File: src/rtl/pipe_hazard_ctrl.sv
// pipe_hazard_ctrl: stall/bubble/flush scheduler with data-memory wait FSM; perf counters under PIPE_HAZARD_PERF_EN
module pipe_hazard_ctrl #(
    parameter int MEM_TIMEOUT = 16,
    parameter int CNT_W       = 32
) (
    input  logic             clk,
    input  logic             rst,
    input  logic [4:0]       id_rs,
    input  logic [4:0]       id_rt,
    input  logic             id_use_rs,
    input  logic             id_use_rt,
    input  logic             ex_load,
    input  logic [4:0]       ex_wreg,
    input  logic             branch_taken,
    input  logic             imem_ready,
    input  logic             mem_req,
    input  logic             mem_ack,
    output logic             pc_pause,
    output logic             fi_id_pause,
    output logic             fi_id_flush,
    output logic             id_ex_pause,
    output logic             id_ex_bubble,
    output logic             ex_mem_pause,
    output logic             mem_wb_pause,
    output logic             mem_err
`ifdef PIPE_HAZARD_PERF_EN
    ,
    output logic [CNT_W-1:0] stall_ld_cnt,
    output logic [CNT_W-1:0] stall_mem_cnt,
    output logic [CNT_W-1:0] flush_cnt
`endif
);
    localparam int WW = $clog2(MEM_TIMEOUT + 1);

    typedef enum logic [1:0] {RUN, MWAIT, ERR} state_t;

    state_t        state;
    logic [WW-1:0] wcnt, nx;
    logic          waiting, mf, lu;

    // A data access is still outstanding this cycle (an ack releases the freeze immediately)
    assign waiting = (state == RUN) ? (mem_req && !mem_ack) : (state == MWAIT && !mem_ack);
    assign mf      = rst && (state == ERR || waiting);
    assign lu      = rst && ex_load && ex_wreg != 5'd0 &&
                     ((id_use_rs && id_rs == ex_wreg) || (id_use_rt && id_rt == ex_wreg));
    assign nx      = (state == RUN) ? WW'(1) : wcnt + 1'b1;

    assign pc_pause     = mf || lu || (rst && !imem_ready);
    assign fi_id_pause  = mf || lu;
    assign fi_id_flush  = rst && !mf && !lu && (branch_taken || !imem_ready);
    assign id_ex_pause  = mf;
    assign id_ex_bubble = !mf && lu;
    assign ex_mem_pause = mf;
    assign mem_wb_pause = mf;

    always_ff @(posedge clk or negedge rst) begin
        if (!rst) begin
            state   <= RUN;
            wcnt    <= '0;
            mem_err <= 1'b0;
        end else if (waiting) begin
            wcnt    <= nx;
            state   <= (nx == WW'(MEM_TIMEOUT)) ? ERR : MWAIT;
            mem_err <= nx == WW'(MEM_TIMEOUT);
        end else if (state == MWAIT) begin
            state <= RUN;
            wcnt  <= '0;
        end
    end

`ifdef PIPE_HAZARD_PERF_EN
    always_ff @(posedge clk or negedge rst) begin
        if (!rst) begin
            stall_ld_cnt  <= '0;
            stall_mem_cnt <= '0;
            flush_cnt     <= '0;
        end else begin
            if (id_ex_bubble && !(&stall_ld_cnt)) stall_ld_cnt <= stall_ld_cnt + 1'b1;
            if (mf && !(&stall_mem_cnt)) stall_mem_cnt <= stall_mem_cnt + 1'b1;
            if (fi_id_flush && !(&flush_cnt)) flush_cnt <= flush_cnt + 1'b1;
        end
    end
`endif
endmodule
File: config.mk
export PLATFORM = sky130hd
export DESIGN_NAME = pipe_hazard_ctrl
export DESIGN_NICKNAME = d
export VERILOG_FILES = /design/src/rtl/pipe_hazard_ctrl.sv
export SDC_FILE = /design/constraint.sdc
export NUM_CORES = 1
export LEC_CHECK = 0
export BUFFER_PORTS_ARGS = -buffer_cell sky130_fd_sc_hd__buf_2
export CAP_MARGIN = 20
export CORE_UTILIZATION = 43
export CTS_CLUSTER_DIAMETER = 150
export DETAILED_ROUTE_END_ITERATION = 16
export PLACE_DENSITY = 0.77
export SYNTH_ARGS = -nofsm -noshare
export SYNTH_HDL_FRONTEND = slang
export SYNTH_SLANG_ARGS = --single-unit
File: constraint.sdc
create_clock -name clk -period 1.72 [get_ports clk]
set_input_delay 0.258 -clock clk [delete_from_list [all_inputs] [get_ports clk]]
set_output_delay 0.258 -clock clk [all_outputs]
set_load 0.02 [all_outputs]
==> impl_metrics.env <==
export IMPL_status="finished, final reports clean"
export IMPL_layout_nets=133
export IMPL_initial_core_util_pct=46.8
export IMPL_synth_main_ff_cell="dfrtp_1"
export IMPL_multi_input_area_um2=443
export IMPL_synth_edf_count=0
export IMPL_drt_initial_drc_count=7
export IMPL_stdcell_count=121
export IMPL_worst_setup_path_type="input port to output pin"
export IMPL_antenna_left=0
export IMPL_cts_tree="yes"
export IMPL_final_hold_violation_count=0
export IMPL_synth_xor_area_share_pct=18.5
export IMPL_synth_seq_area_share_pct=32.5
export IMPL_grt_max_degree=9
export IMPL_worst_pin_slew_ns=0.543
export IMPL_setup_viol=0
export IMPL_clock_skew_ns=0.00657
export IMPL_drive_above_1_share_pct=43.4
export IMPL_synth_adder_area_share_pct=2.03
export IMPL_dp_hpwl_um=1140
export IMPL_maxCapViolCount=0
export IMPL_met3_usage_pct=2.27
export IMPL_yosys_area_share_simple_pct=17.2
export IMPL_clk_pin_slew_worst_paths_ns=0.05
export IMPL_n_antenna_cell=0
export IMPL_synth_top_family_by_area="compound AO/OA/AOI/OAI gates"
export IMPL_critPathMaxStageDelay_ns=0.52
export IMPL_grt_pass1_vias=606
export IMPL_vias_per_cell=5.53
export IMPL_ys_seq_elements=8
export IMPL_required_ns=1.46
export IMPL_routed_wl_um=1630
export IMPL_critPathCaptureType="output pin"
export IMPL_fin_setup_tns_ns=0
export IMPL_clock_sinks=8
export IMPL_relSlewSlack_pct=63.4
export IMPL_crit_chain="buf_2 -> or4_4 -> o211ai_4 -> o21a_1 -> buf_6"
export IMPL_grt_ovfl_total=0
export IMPL_critPathMaxFanout=4
export IMPL_fp_dieW_um=39.9
export IMPL_antenna_found_initial=0
export IMPL_vias=669
export IMPL_synth_compound_area_share_pct=24.9
export IMPL_max_freq_mhz=586
export IMPL_ctsHtreeMaxLevel=1
export IMPL_cts_root_buf="clkbuf_4"
export IMPL_synth_cell_type_count=27
export IMPL_synth_most_common_cell="o21ai_0"
export IMPL_slew_viol_final=0
export IMPL_syn_cell_area_um2=617
export IMPL_grt_setup_unrepaired="true"
export IMPL_r2r_slack_ns=0.20
export IMPL_yosys_warnings=0
export IMPL_async_reset_ff_share_pct=100
export IMPL_nFillCells=114
export IMPL_gp_congestion=0.787
export IMPL_synth_top_area_cell="dfrtp_1"
export IMPL_avgSynthCellArea_um2=8.69
export IMPL_crit_slowest_cell="or4_4"
export IMPL_area_growth_pct=45.4
export IMPL_period_share_pct=99.2
export IMPL_io_buffers=31
export IMPL_hold_path_class="input port to flip-flop"
export IMPL_pwr_density_cell_mw_per_mm2=476
export IMPL_start_kind="input port"
export IMPL_syn_nets=96
export IMPL_synth_common_cells="o21ai_0, xor2_1, dfrtp_1"
export IMPL_clk_path_buf_depth=2
export IMPL_die_area_mm2=0.00159
export IMPL_syn_inst=71
export IMPL_place_inst=115
export IMPL_clkLatencyLatePin_ns=0.25
export IMPL_globalRouteMet2Util_pct=40.3
export IMPL_synth_area_leaders="dfrtp_1, xor2_1, o21ai_0"
export IMPL_synth_top_cell_area_share_pct=32.5
export IMPL_drc_errors=0
export IMPL_regArea_um2=200
export IMPL_p_leak_uw=0.000416
export IMPL_period_minus_slack_ns=1.71
export IMPL_first_pass_iters=3
export IMPL_peakVddDrop_mv=0.337
export IMPL_grt_busiest_layer="met2"
export IMPL_arrival_ns=1.45
export IMPL_die_y_um=39.9
export IMPL_grt_usage_pct=20.8
export IMPL_num_rows=13
export IMPL_muxShareOfSynthArea_pct=0
export IMPL_core_area_mm2=0.00132
export IMPL_pin_count=32
export IMPL_wl_per_cell_um=13.4
export IMPL_grt_pass1_wl_um=2240
export IMPL_cts_buffers=3
export IMPL_use_met1_pct=21.1
==> repair_timing <==
action	CTS	global route
hold endpoints to repair	8	0
gates resized for setup	3	15
hold buffers	1	0
setup buffers	2	0
endpoints found under the setup margin	5	5
pin swaps	1	9
==> cells by family (layout without fill, tap and decap cells) <==
| logic type | Yosys count | count (layout) |
|---|---|---|
| AND/OR/NAND/NOR | 20 | 20 |
| buffers and inverters | 6 | 41 |
| AO/OA/AOI/OAI | 23 | 23 |
| XOR/XNOR | 13 | 13 |
| flip-flops | 8 | 8 |
| adder cells (fa/ha/maj) | 1 | 1 |
==> worst paths after layout <==
path | startpoint | cells past startpoint | end
max in group asynchronous | rst | 2 | mem_err$_DFFE_PN0P_
max | ex_wreg[2] | 5 | fi_id_flush
min | mem_req | 3 | state[0]$_DFFE_PN0P_
min reg2reg | mem_err$_DFFE_PN0P_ | 1 | mem_err$_DFFE_PN0P_
min in group asynchronous | rst | 2 | wcnt[4]$_DFFE_PN0P_
max reg2reg | wcnt[0]$_DFFE_PN0P_ | 5 | state[0]$_DFFE_PN0P_
==> per-layer routing <==
| layer | up-vias | routed length [µm] |
|---|---|---|
| met5 | - | 0 |
| met4 | 0 | 42 |
| met3 | 6 | 97 |
| met2 | 25 | 856 |
| met1 | 310 | 629 |
| li1 | 328 | - |
==> cell type report <==
| type | count | share of cell area [%] |
|---|---|---|
| well taps | 15 | 2.09 |
| inverters | 4 | 1.67 |
| flip-flops and latches | 8 | 22.3 |
| multi-input cells | 57 | 49.4 |
| clock buffers | 3 | 2.51 |
| repair buffers | 34 | 22.0 |
==> worst max-delay path: cells and delay by family <==
family          cells  cell delay [ns]
compound gates      2             0.42
simple gates        1             0.52
buf+inv             2             0.24
==> where the power goes <==
part           leakage, µW  total [µW]  internal [µW]  switching [µW]
clock            0.0000138         138           79.5            58.2
combinational     0.000301         101           48.3            52.6
sequential        0.000101         188            188               0
total             0.000416         427            316             111
==> cells in the final DEF (no fill, tap or decap), drive strengths merged, types with 2 or more instances in the layout <==
master	n
buf	33
a21oi	2
o21ai	10
nor2	4
xor2	9
o21bai	2
clkbuf	3
and2	3
inv	4
dfrtp	8
nor4	2
nand2	2
a22o	3
nand3	2
xnor2	4
nor3	3
==> sequential cells by signal, summed over array words and instances (netlist names) <==
name     cells
mem_err      1
state        2
wcnt         5
==> metrics by stage <==
step / area (µm²) / setup WS, ns / utilization [%] / power (µW) / hold slack (ns)
global placement: 776 / 0.0457 / 58.9 / 275 / 0.137
detailed placement: 776 / 0.0511 / 58.9 / 277 / 0.138
finish: 897 / 0.0145 / 68.1 / 427 / 0.321
CTS: 832 / 0.00850 / 63.2 / 420 / 0.310
floorplan: 617 / 0.0340 / - / 232 / -0.0376
global route: 897 / -0.0374 / 68.1 / 448 / 0.364
Note: power is estimated with default switching activity, not from simulation.
